## config.mk

```make
export PLATFORM = sky130hd
export DESIGN_NAME = instr_fetch_unit
export DESIGN_NICKNAME = d
export VERILOG_FILES = /design/src/rtl/instr_fetch_unit.sv
export SDC_FILE = /design/constraint.sdc
export NUM_CORES = 1
export LEC_CHECK = 0
export CAP_MARGIN = 30
export CORE_ASPECT_RATIO = 1.5
export CORE_MARGIN = 3
export CORE_UTILIZATION = 51
export DETAILED_ROUTE_END_ITERATION = 10
export PLACE_DENSITY = 0.83
export SLEW_MARGIN = 10
export SYNTH_ARGS = -nofsm -noshare
export SYNTH_HDL_FRONTEND = slang
export SYNTH_SLANG_ARGS = --single-unit
```

## constraint.sdc

```tcl
create_clock -name clk -period 3.55 [get_ports clk]
set_input_delay 0.71 -clock clk [delete_from_list [all_inputs] [get_ports clk]]
set_output_delay 0.71 -clock clk [all_outputs]
set_load 0.005 [all_outputs]
```

## src/rtl/instr_fetch_unit.sv

```systemverilog
`default_nettype none
// ============================================================================
// Module   : instr_fetch_unit
// Brief    : IF stage and IF/ID register with a stall buffer and branch drain.
// Revision : 1.0
// ============================================================================
module instr_fetch_unit #(
    parameter logic [31:0] RESET_PC = 32'h0000_0000,
    parameter logic [31:0] NOP      = 32'h0000_0000
) (
    input  logic        clk,
    input  logic        rst,
    input  logic        stall,
    input  logic        branch,
    input  logic [31:0] branch_target,
    output logic        imem_req,
    output logic [31:0] imem_addr,
    input  logic        imem_ack,
    input  logic [31:0] imem_rdata,
    output logic [31:0] if_instr,
    output logic [31:0] id_instr,
    output logic [31:0] id_pc4,
    output logic [15:0] bubble_cnt
);

    localparam logic [1:0]  c_FETCH   = 2'd0;
    localparam logic [1:0]  c_HOLD    = 2'd1;
    localparam logic [1:0]  c_DRAIN   = 2'd2;
    localparam logic [15:0] c_CNT_MAX = 16'hFFFF;

    logic [1:0]  r_state;
    logic [31:0] r_pc;
    logic [31:0] r_redirect;
    logic [31:0] r_hold_buf;
    logic [31:0] r_id_instr;
    logic [31:0] r_id_pc4;
    logic [15:0] r_bubble_cnt;

    logic [1:0]  w_state_nxt;
    logic [31:0] w_pc_nxt;
    logic [31:0] w_redirect_nxt;
    logic [31:0] w_hold_buf_nxt;
    logic [31:0] w_id_instr_nxt;
    logic [31:0] w_id_pc4_nxt;
    logic [15:0] w_bubble_cnt_nxt;
    logic        w_bubble;
    logic [31:0] w_pc_plus4;

    assign w_pc_plus4 = r_pc + 32'd4;

    always_ff @(posedge clk) begin
        if (rst) begin
            r_state      <= c_FETCH;
            r_pc         <= RESET_PC;
            r_redirect   <= 32'd0;
            r_hold_buf   <= 32'd0;
            r_id_instr   <= NOP;
            r_id_pc4     <= 32'd0;
            r_bubble_cnt <= 16'd0;
        end else begin
            r_state      <= w_state_nxt;
            r_pc         <= w_pc_nxt;
            r_redirect   <= w_redirect_nxt;
            r_hold_buf   <= w_hold_buf_nxt;
            r_id_instr   <= w_id_instr_nxt;
            r_id_pc4     <= w_id_pc4_nxt;
            r_bubble_cnt <= w_bubble_cnt_nxt;
        end
    end

    // Branch outranks stall; every branch cycle pushes a bubble into ID.
    always_comb begin
        w_state_nxt    = r_state;
        w_pc_nxt       = r_pc;
        w_redirect_nxt = r_redirect;
        w_hold_buf_nxt = r_hold_buf;
        w_id_instr_nxt = r_id_instr;
        w_id_pc4_nxt   = r_id_pc4;
        w_bubble       = 1'b0;

        case (r_state)
            c_FETCH: begin
                if (branch) begin
                    w_bubble = 1'b1;
                    if (imem_ack) begin
                        w_pc_nxt = branch_target;
                    end else begin
                        w_redirect_nxt = branch_target;
                        w_state_nxt    = c_DRAIN;
                    end
                end else if (stall) begin
                    if (imem_ack) begin
                        w_hold_buf_nxt = imem_rdata;
                        w_pc_nxt       = w_pc_plus4;
                        w_state_nxt    = c_HOLD;
                    end
                end else if (imem_ack) begin
                    w_id_instr_nxt = imem_rdata;
                    w_id_pc4_nxt   = w_pc_plus4;
                    w_pc_nxt       = w_pc_plus4;
                end else begin
                    w_bubble = 1'b1;
                end
            end
            c_HOLD: begin
                if (branch) begin
                    w_bubble    = 1'b1;
                    w_pc_nxt    = branch_target;
                    w_state_nxt = c_FETCH;
                end else if (!stall) begin
                    // PC already advanced past the buffered word when it was captured.
                    w_id_instr_nxt = r_hold_buf;
                    w_id_pc4_nxt   = r_pc;
                    w_state_nxt    = c_FETCH;
                end
            end
            c_DRAIN: begin
                w_bubble = branch || !stall;
                if (branch) begin
                    w_redirect_nxt = branch_target;
                end
                if (imem_ack) begin
                    w_pc_nxt    = branch ? branch_target : r_redirect;
                    w_state_nxt = c_FETCH;
                end
            end
            default: begin
                w_state_nxt = c_FETCH;
            end
        endcase

        if (w_bubble) begin
            w_id_instr_nxt = NOP;
            w_id_pc4_nxt   = 32'd0;
        end
    end

    always_comb begin
        w_bubble_cnt_nxt = r_bubble_cnt;
        if (w_bubble && (r_bubble_cnt != c_CNT_MAX)) begin
            w_bubble_cnt_nxt = r_bubble_cnt + 16'd1;
        end
    end

    always_comb begin
        imem_req   = !rst && (r_state != c_HOLD);
        imem_addr  = r_pc;
        id_instr   = r_id_instr;
        id_pc4     = r_id_pc4;
        bubble_cnt = r_bubble_cnt;
        if ((r_state == c_FETCH) && imem_ack) begin
            if_instr = imem_rdata;
        end else if (r_state == c_HOLD) begin
            if_instr = r_hold_buf;
        end else begin
            if_instr = NOP;
        end
    end

endmodule
`default_nettype wire
```

# --- Word-level counts from Yosys, hierarchy flattened ---
# Cells that the tools add are included.
totals:
  regBits: 178
  latchBits: 0
  ram_bits: 0
  romBits: 0
  in_bits: 69
  out_inout_bits: 145
  elab_cells: 79
  mem_count: 0
op_classes:
  add_sub_neg: 2
  n_mul: 0
  div_mod_pow: 0
  order_cmp: 0
  n_eq_ne: 17
  shifts: 0
  n_mux: 36
  bitwise_logic: 1
  reduce_logical: 16
ops:
  columns: ["cell", "n"]
  rows:
  - ["$mux W32", 19]
  - ["$pmux W32 S2", 3]
  - ["$pmux W32 S3", 1]
  - ["$add A32 B3 Y32 const B", 1]
  - ["$ne A2 B2 Y1 const B", 9]
  - ["$add A16 B1 Y16 const B", 1]
  - ["$ne A16 B16 Y1 const B", 1]
  - ["$mux W2", 7]
  - ["$ne A3 B3 Y1 const B", 4]
  - ["$reduce_and A4 Y1", 2]
  - ["$pmux W2 S3", 1]
  - ["$reduce_and A6 Y1", 1]
  - ["$reduce_and A5 Y1", 1]
  - ["$mux W1", 4]
  - ["$reduce_bool A2 Y1", 2]
  - ["$logic_and A1 B1 Y1", 3]
  - ["$pmux W1 S3", 1]
  - ["$reduce_and A3 Y1", 1]
  - ["$reduce_bool A3 Y1", 1]
  - ["$eq A2 B1 Y1 const B", 1]
  - ["$eq A2 B2 Y1 const B", 1]
  - ["$logic_not A1 Y1", 2]
  - ["$logic_not A2 Y1", 1]
  - ["$ne A2 B1 Y1 const B", 1]
  - ["3 further kinds", 3]

# --- Depth between registers and ports, before layout ---
# Gate-level depths: netlist (run 1).
depth:
  depth_word: 5
  depth_mapped: 10
  ltp_nobuf: 7

# --- Worst setup path after synthesis (run 1) ---
# Ideal clock, no wire load.
synth_timing:
  path_kind: "register to register"
  from: "reg r_pc[2], in the netlist imem_addr[2]"
  to: "reg r_id_pc4[30], in the netlist id_pc4[30]"
  setup_time_ps: 91
  arrival_time_ps: 2516
  required_time_ps: 3459
  slack_ps: 943
  path_stages_with_launch: 9
  path_buffers: 2
  period_less_slack_ps: 2607
  cell_sequence: "dfxtp_1 -> ha_1 -> nand3_2 -> or4_1 -> buf_2 -> or4_1 -> buf_2 -> or3_1 -> a311oi_1"
synth_via:
  elab_chain_cells: 5
synth_rtl:
  columns: ["element", "line_no", "source"]
  rows:
  - ["start: declaration", "32", "logic [31:0] r_pc;"]
  - ["start signal: assignment", "62", "r_pc <= w_pc_nxt;"]
  - ["$add A32 B3 Y32", "49", "assign w_pc_plus4 = r_pc + 32'd4;"]
  - ["$mux W32", "97", "end else if (imem_ack) begin"]
  - ["$mux W32", "91", "end else if (stall) begin"]
  - ["$mux W32", "83", "if (branch) begin"]
  - ["$pmux W32 S2", "81", "case (r_state)"]
  - ["end signal: assignment", "66", "r_id_pc4 <= w_id_pc4_nxt;"]
  - ["end: declaration", "36", "logic [31:0] r_id_pc4;"]
# No other way between the ends. The select of a mux whose other input is x is not followed.
# A chain may end at the register's enable or synchronous reset.

# --- Worst setup path after layout (run 1) ---
layout_timing:
  from: "reg r_state[0]"
  to: "out if_instr[27]"
layout_via:
  elab_chain_cells: 3
  word_cells_on_any_way: 5
  cone_classes: "eq/ne (1); mux (2); reduce/logical (2)"
layout_rtl:
  columns: ["element", "line_no", "source"]
  rows:
  - ["start: declaration", "31", "logic [1:0] r_state;"]
  - ["start signal: assignment", "53", "r_state <= c_FETCH;"]
  - ["start signal: assignment", "61", "r_state <= w_state_nxt;"]
  - ["$eq A2 B1 Y1 / $logic_not A2 Y1 (equally long branches)", "153, 151", null]
  - ["$mux W32 / $logic_and A1 B1 Y1 (equally long branches)", "153, 151", null]
  - ["$mux W32 *", "151", "if ((r_state == c_FETCH) && imem_ack) begin"]
  - ["end: declaration", "20", "output logic [31:0] if_instr,"]
# Every way passes the cells marked *; elsewhere a longest branch is shown, timed or not.

==> results of run 1 <==
-- final timing paths --
kind / end / from / depth (start not counted)
worst max-delay path: if_instr[27] / r_state[0]$_SDFFE_PP0P_ / 4
worst min-delay path: r_redirect[2]$_SDFFE_PP0P_ / r_redirect[2]$_SDFFE_PP0P_ / 2
worst max register to register: bubble_cnt[10]$_SDFFE_PP0P_ / r_state[0]$_SDFFE_PP0P_ / 6
worst min register to register: r_redirect[2]$_SDFFE_PP0P_ / r_redirect[2]$_SDFFE_PP0P_ / 2
-- routing by layer --
| layer | share of wire [%] | up-vias | GRT usage [%] | routed length (µm) |
|---|---|---|---|---|
| met5 | 0 | - | 0 | 0 |
| met2 | 51 | 369 | 49.5 | 14000 |
| met4 | 2.6 | 0 | 9.86 | 718 |
| li1 | - | 4648 | - | - |
| met3 | 6.2 | 55 | 5.71 | 1700 |
| met1 | 40 | 4427 | 31.5 | 10900 |
-- critical path: cells and delay by family (launching register included) --
kind,cells,cell delay (ps)
buffers and inverters,1,540
AO/OA/AOI/OAI,1,210
adder cells (fa/ha/maj),1,810
AND/OR/NAND/NOR,1,190
flip-flops,1,440
-- flip-flops by register name, summed over array words and instances (netlist names) --
| signal | count |
|---|---|
| bubble_cnt | 16 |
| id_instr | 32 |
| id_pc4 | 32 |
| imem_addr | 32 |
| r_hold_buf | 32 |
| r_redirect | 32 |
| r_state | 2 |
-- cell families (layout without fill, tap and decap cells) --
| logic type | Yosys count | in the layout | share of synthesized area [%] |
|---|---|---|---|
| AO/OA/AOI/OAI | 347 | 347 | 24.7 |
| buffers and inverters | 125 | 290 | 5.30 |
| adder cells (fa/ha/maj) | 7 | 7 | 0.960 |
| XOR/XNOR | 29 | 29 | 2.79 |
| flip-flops | 178 | 178 | 39.1 |
| AND/OR/NAND/NOR | 513 | 513 | 25.1 |
| multiplexers | 19 | 19 | 2.13 |
-- cells in the mapped netlist (2+ instances only) --
master,n
nand2_1,284
dfxtp_1,178
a21oi_1,109
clkbuf_1,87
nor2_1,87
o21ai_0,72
a311oi_1,36
a211oi_1,31
xnor2_1,26
nor3_1,23
nand3_1,20
a22oi_1,19
nor4_1,19
mux2i_1,16
or4_1,16
buf_1,15
inv_1,13
nand4_1,12
or3_1,11
a22o_1,10
o31ai_1,10
a31oi_1,9
nand2b_1,8
ha_1,7
a221oi_1,6
buf_2,6
nor2b_1,6
a211o_1,5
a21o_1,5
and3_1,5
nand3b_1,5
o211ai_1,5
and2_1,3
and4_1,3
mux2_2,3
o21a_1,3
o21bai_1,3
o22ai_1,3
or2_2,3
xor2_1,3
a2bb2oi_1,2
clkbuf_2,2
nor3b_1,2
o2111ai_1,2
o211a_1,2
-- power groups by stage --
stage / sequential, mW / clock (mW) / combinational, mW
finish: 2.30 / 1.98 / 1.35
global route: 2.32 / 2.08 / 1.48
CTS: 2.30 / 2.00 / 1.34
detailed placement: 2.34 / 0 / 1.34
global placement: 2.34 / 0 / 1.31
floorplan: 2.29 / 0 / 0.783
-- layout make-up --
cell class / count / area, µm² / area share, %
Multi-Input combinational cell: 915 / 5100 / 42.4
Clock buffer: 18 / 439 / 3.65
Clock inverter: 14 / 186 / 1.55
Sequential cell: 178 / 3560 / 29.6
Timing Repair Buffer: 244 / 2420 / 20.1
Inverter: 14 / 52.6 / 0.437
Tap cell: 213 / 267 / 2.22
-- stage by stage --
stage | setup WS [ps] | instances | total power, mW
2_1_floorplan | 943 | 1218 | 3.07
3_3_place_gp | 423 | 1564 | 3.65
3_5_place_dp | 388 | 1564 | 3.68
4_1_cts | 202 | 1596 | 5.65
5_1_grt | 58.9 | 1596 | 5.88
6_report | 206 | 1596 | 5.63
==> summary.md, run 1 <==
| Metric | Value |
|---|---|
| Initial antenna violation count | `0` |
| HP Class | `reg -> reg` |
| Max Clk Rate | `299 MHz` |
| Maximum vdd drop | `336 µV` |
| Layout cells sized above 1 | `6.07%` |
| Gate power share | `24.0%` |
| Primary FF master, synth | `dfxtp_1` |
| Worst skew pair latency | `430 ps` |
| Initial Util | `52.3%` |
| Clock net sink count | `178` |
| Clock Root Buffer | `clkbuf_16` |
| Fillers | `1,467` |
| Most common cell after layout, fill and taps aside | `nand2_1` |
| Drt wl/cell | `17.1 µm` |
| Largest net degree at the start of global routing | `67` |
| Final Hold Fails | `0` |
| Pint | `3.86 mW` |
| Sum of negative setup slack | `0 ps` |
| Detailed Route WL | `27,400 µm` |
| Req. time, crit path | `2840 ps` |
| Via Count | `9,499` |
| Sw Pwr | `1.77 mW` |
| Pins Over Slew Limit | `0` |
| Die ar. | `19,600 µm²` |
| Synthesized area | `9120 µm²` |
| Yosys cell types | `68` |
| RePlAce Congestion | `0.884` |
| Post-DP HPWL | `19,400 µm` |
| Drt first-iter violations | `904` |
| Die X | `115 µm` |
| Vias per cell | `5.95` |
| Final hold slack | `454 ps` |
| Syn_area_per_cell | `7.49 µm²` |
| Placed cell area | `11,400 µm²` |
| Actual slew at the worst max-slew pin | `916 ps` |
| Post-synth top area share | `39.1%` |
| # rows | `59` |
| Number of synthesized flops with an enable pin | `0` |
| Minimum clock period | `3340 ps` |
| Leakage Power | `3.98 nW` |
| Area leader, netlist | `dfxtp_1` |
| Period utilization | `94.2%` |
| Syn Inst Count | `1,218` |
| PortBufs | `213` |
| Slowest CP cell | `ha_2` |
| Design area | `12,000 µm²` |
| Flops & latches, synth | `178` |
| Register share of total power | `40.9%` |
| IO Pins | `214` |
| N_diodes | `0` |
| Register area share after synthesis | `39.1%` |
| Fin nets | `1,446` |
| Post-CTS Repair Setup Buffers | `0` |
| RSZ-0062 raised after global routing | `no` |
| TritonCTS clock tree | `yes` |
| Area growth from synthesis to layout | `31.9%` |
| GRT overflow | `0` |
| Initial DRT Pass Iterations | `5` |
| Vias in the first global route | `8,900` |
| Num CTS Buffers | `17` |
| Cts-stage hold buffer count | `0` |
| Max-cap violations | `0` |
| Worst setup SP type | `flop` |
| Worst-path fanout max | `41` |
| Worst endpoint data arrival time | `2630 ps` |
| Most frequent cells in the layout | `nand2_1, clkdlybuf4s50_1, dfxtp_1` |
| Relative slew slack | `38.9%` |
| Die Ht | `170 µm` |
| Maximum clock insertion buffer count | `2` |
| Worst-case clock skew | `12.5 ps` |
| Clock slew at reported path FFs | `70 ps` |
| # H-tree levels | `4` |
| Reg-to-reg slack, setup | `670 ps` |
| Final setup viols | `0` |
| First-pass GRT wire length | `43,800 µm` |
| Core box area | `17,400 µm²` |
| Ys Warns | `0` |
| Final core occ | `69.1%` |
| GRT Total Usage | `27.4%` |
| Synth async-reset ratio | `0%` |
| Pwr Density | `468 nW/µm²` |
| Crit-path cells | `ha_2 -> nand2_1 -> o21ai_0 -> clkdlybuf4s50_1` |
| Crit path largest cell delay | `810 ps` |
| Crit. End Element | `primary output` |
| # DRC | `0` |
| Top area cells in the synthesized netlist | `dfxtp_1, nand2_1, a21oi_1, o21ai_0, clkbuf_1` |
| Status | `complete, no violations` |
| Post-route antenna net violation count | `0` |
| Sw frac | `31.5%` |
| Clk network pwr share | `35.1%` |
| Mapped Nets | `1,294` |
| Post-CTS Resized | `0` |
| CP Class | `reg -> out` |
No activity file was read; power rests on OpenSTA's default activity.
==> run 2, diff against run 1 <==
CTS_CLUSTER_SIZE = 8   (was not set)
==> results of run 2 <==
The final DEF is identical to that of run 1; final timing and power are the same.
==> run 3, diff against run 2 <==
MAX_ROUTING_LAYER = met4   (was not set)
==> run 3 against run 2 <==
Net effect:
- sequential power barely moved
- highest routed layer unchanged
- non-clock buffer count did not move
- routed wire length barely moved
- critical path type unchanged
- sequential cell count did not move
- final cell count did not move
- final area did not move
- maximum frequency fell by 0.24%
- clock skew barely moved
- global-route usage rose by 0.78 points
- combinational power barely moved
==> summary.md, run 3 (synthesized netlist as in run 1, its figures left out) <==
| Metric | Value |
|---|---|
| Status | `complete, no violations` |
| Layout cells sized above 1 | `6.07% (unchanged)` |
| Fillers | `1,467 (unchanged)` |
| Clock net sink count | `178 (unchanged)` |
| Post-route antenna net violation count | `0 (unchanged)` |
| Cts-stage hold buffer count | `0 (unchanged)` |
| Leakage Power | `3.98 nW (unchanged)` |
| Pwr Density | `468 nW/µm² (about the same)` |
| TritonCTS clock tree | `yes` |
| Post-DP HPWL | `19,400 µm (unchanged)` |
| # DRC | `0 (unchanged)` |
| Drt wl/cell | `17.1 µm (about the same)` |
| Max-cap violations | `0 (unchanged)` |
| Worst-case clock skew | `12.8 ps (+0.353 ps)` |
| Sum of negative setup slack | `0 ps (unchanged)` |
| Num CTS Buffers | `17 (unchanged)` |
| Period utilization | `94.4% (+0.23 points)` |
| GRT Total Usage | `28.2% (+0.78 points)` |
| Max Clk Rate | `298 MHz (-0.24%)` |
| CP delay by family, top | `adder cells` |
| Initial antenna violation count | `0 (unchanged)` |
| Non-filler instance count after layout | `1,596 (unchanged)` |
| Worst skew pair latency | `440 ps (about the same)` |
| Crit. End Element | `primary output` |
| Area growth from synthesis to layout | `31.9% (unchanged)` |
| Detailed Route WL | `27,300 µm (about the same)` |
| Worst endpoint data arrival time | `2640 ps (about the same)` |
| Final core occ | `69.1% (unchanged)` |
| Worst-path fanout max | `41 (unchanged)` |
| Die ar. | `19,600 µm² (unchanged)` |
| Core box area | `17,400 µm² (unchanged)` |
| First-pass GRT wire length | `43,700 µm (-0.13%)` |
| IO Pins | `214 (unchanged)` |
| Final hold slack | `454 ps (+0.231 ps)` |
| Crit-path cells | `ha_2 -> nand2_1 -> o21ai_0 -> clkdlybuf4s50_1` |
| HP Class | `reg -> reg` |
| Vias per cell | `5.98 (+0.44%)` |
| Clock Root Buffer | `clkbuf_16` |
| # H-tree levels | `4 (unchanged)` |
| Maximum vdd drop | `335 µV (-0.30%)` |
| Most common cell after layout, fill and taps aside | `nand2_1` |
| Bufs and invs on worst path | `1 (unchanged)` |
| Most frequent cells in the layout | `nand2_1, clkdlybuf4s50_1, dfxtp_1` |
| GRT overflow | `0 (unchanged)` |
| Vias in the first global route | `8,927 (+0.30%)` |
| Maximum clock insertion buffer count | `2 (unchanged)` |
| Pins Over Slew Limit | `0 (unchanged)` |
| # rows | `59 (unchanged)` |
| PortBufs | `213 (unchanged)` |
| Via Count | `9,541 (+0.44%)` |
| RSZ-0062 raised after global routing | `no` |
| Actual slew at the worst max-slew pin | `931 ps (+14.8 ps)` |
| Worst setup SP type | `flop` |
| Post-CTS Repair Setup Buffers | `0 (unchanged)` |
| CP Class | `reg -> out` |
| Drt first-iter violations | `876 (-3.1%)` |
| RePlAce Congestion | `0.898 (+1.7%)` |
| Die X | `115 µm (unchanged)` |
| Initial Util | `52.3% (unchanged)` |
| Post-CTS Resized | `0 (unchanged)` |
| Final Hold Fails | `0 (unchanged)` |
| N_diodes | `0 (unchanged)` |
| Clock slew at reported path FFs | `70 ps (about the same)` |
| Slowest CP cell | `ha_2` |
| Initial DRT Pass Iterations | `5 (unchanged)` |
| Crit path largest cell delay | `810 ps (about the same)` |
| Die Ht | `170 µm (unchanged)` |
| Req. time, crit path | `2840 ps (about the same)` |
| Minimum clock period | `3350 ps (+8.08 ps)` |
| Placed cells | `1,564 (unchanged)` |
| Relative slew slack | `37.9% (-0.99 points)` |
| Final setup viols | `0 (unchanged)` |
| Largest net degree at the start of global routing | `67 (unchanged)` |
| Fin nets | `1,446 (unchanged)` |
==> run 3: final timing paths <==
path                              startpoint                           to  slack, ps  cells after the start
setup / recovery     r_state[0]$_SDFFE_PP0P_                 if_instr[17]        200                      4
hold / removal    r_redirect[2]$_SDFFE_PP0P_   r_redirect[2]$_SDFFE_PP0P_        450                      2
setup reg to reg     r_state[0]$_SDFFE_PP0P_  bubble_cnt[10]$_SDFFE_PP0P_        650                      6
hold reg to reg   r_redirect[2]$_SDFFE_PP0P_   r_redirect[2]$_SDFFE_PP0P_        450                      2
==> run 3: area by class of cell <==
| cell class | instances | area (µm²) | area share, % |
|---|---|---|---|
| multi-input combinational | 915 | 5100 | 42.4 |
| sequential | 178 | 3560 | 29.6 |
| timing repair buffer | 244 | 2420 | 20.1 |
| clock buffer | 18 | 439 | 3.65 |
| tap | 213 | 267 | 2.22 |
| clock inverter | 14 | 186 | 1.55 |
| inverter | 14 | 52.6 | 0.437 |
==> run 3: power breakdown <==
group | leakage, nW | internal, mW | switching (mW)
logic | 2.22 | 0.624 | 0.727
clock network | 0.306 | 1.10 | 0.882
registers | 1.45 | 2.14 | 0.166
==> run 3: tightest hold or removal path: stages, from the launching register on <==
cell,delay [ps]
dfxtp_1,310
nand2_1,50
a21oi_1,50
==> run 3: layer usage <==
metal  vias up  track usage (%)  routed length (µm)
met1      4454             31.6               11000
met3        64             4.60                1610
met5         -                -                   0
met4         0             10.6                 779
li1       4650                -                   -
met2       373             49.7               14000
==> run 3: stage by stage <==
stage	area [µm²]	total power, mW	worst slack, ps
5_1_grt	12000	5.88	62.2
3_3_place_gp	11400	3.65	423
6_report	12000	5.63	198
2_1_floorplan	9120	3.07	943
4_1_cts	12000	5.65	202
3_5_place_dp	11400	3.68	388
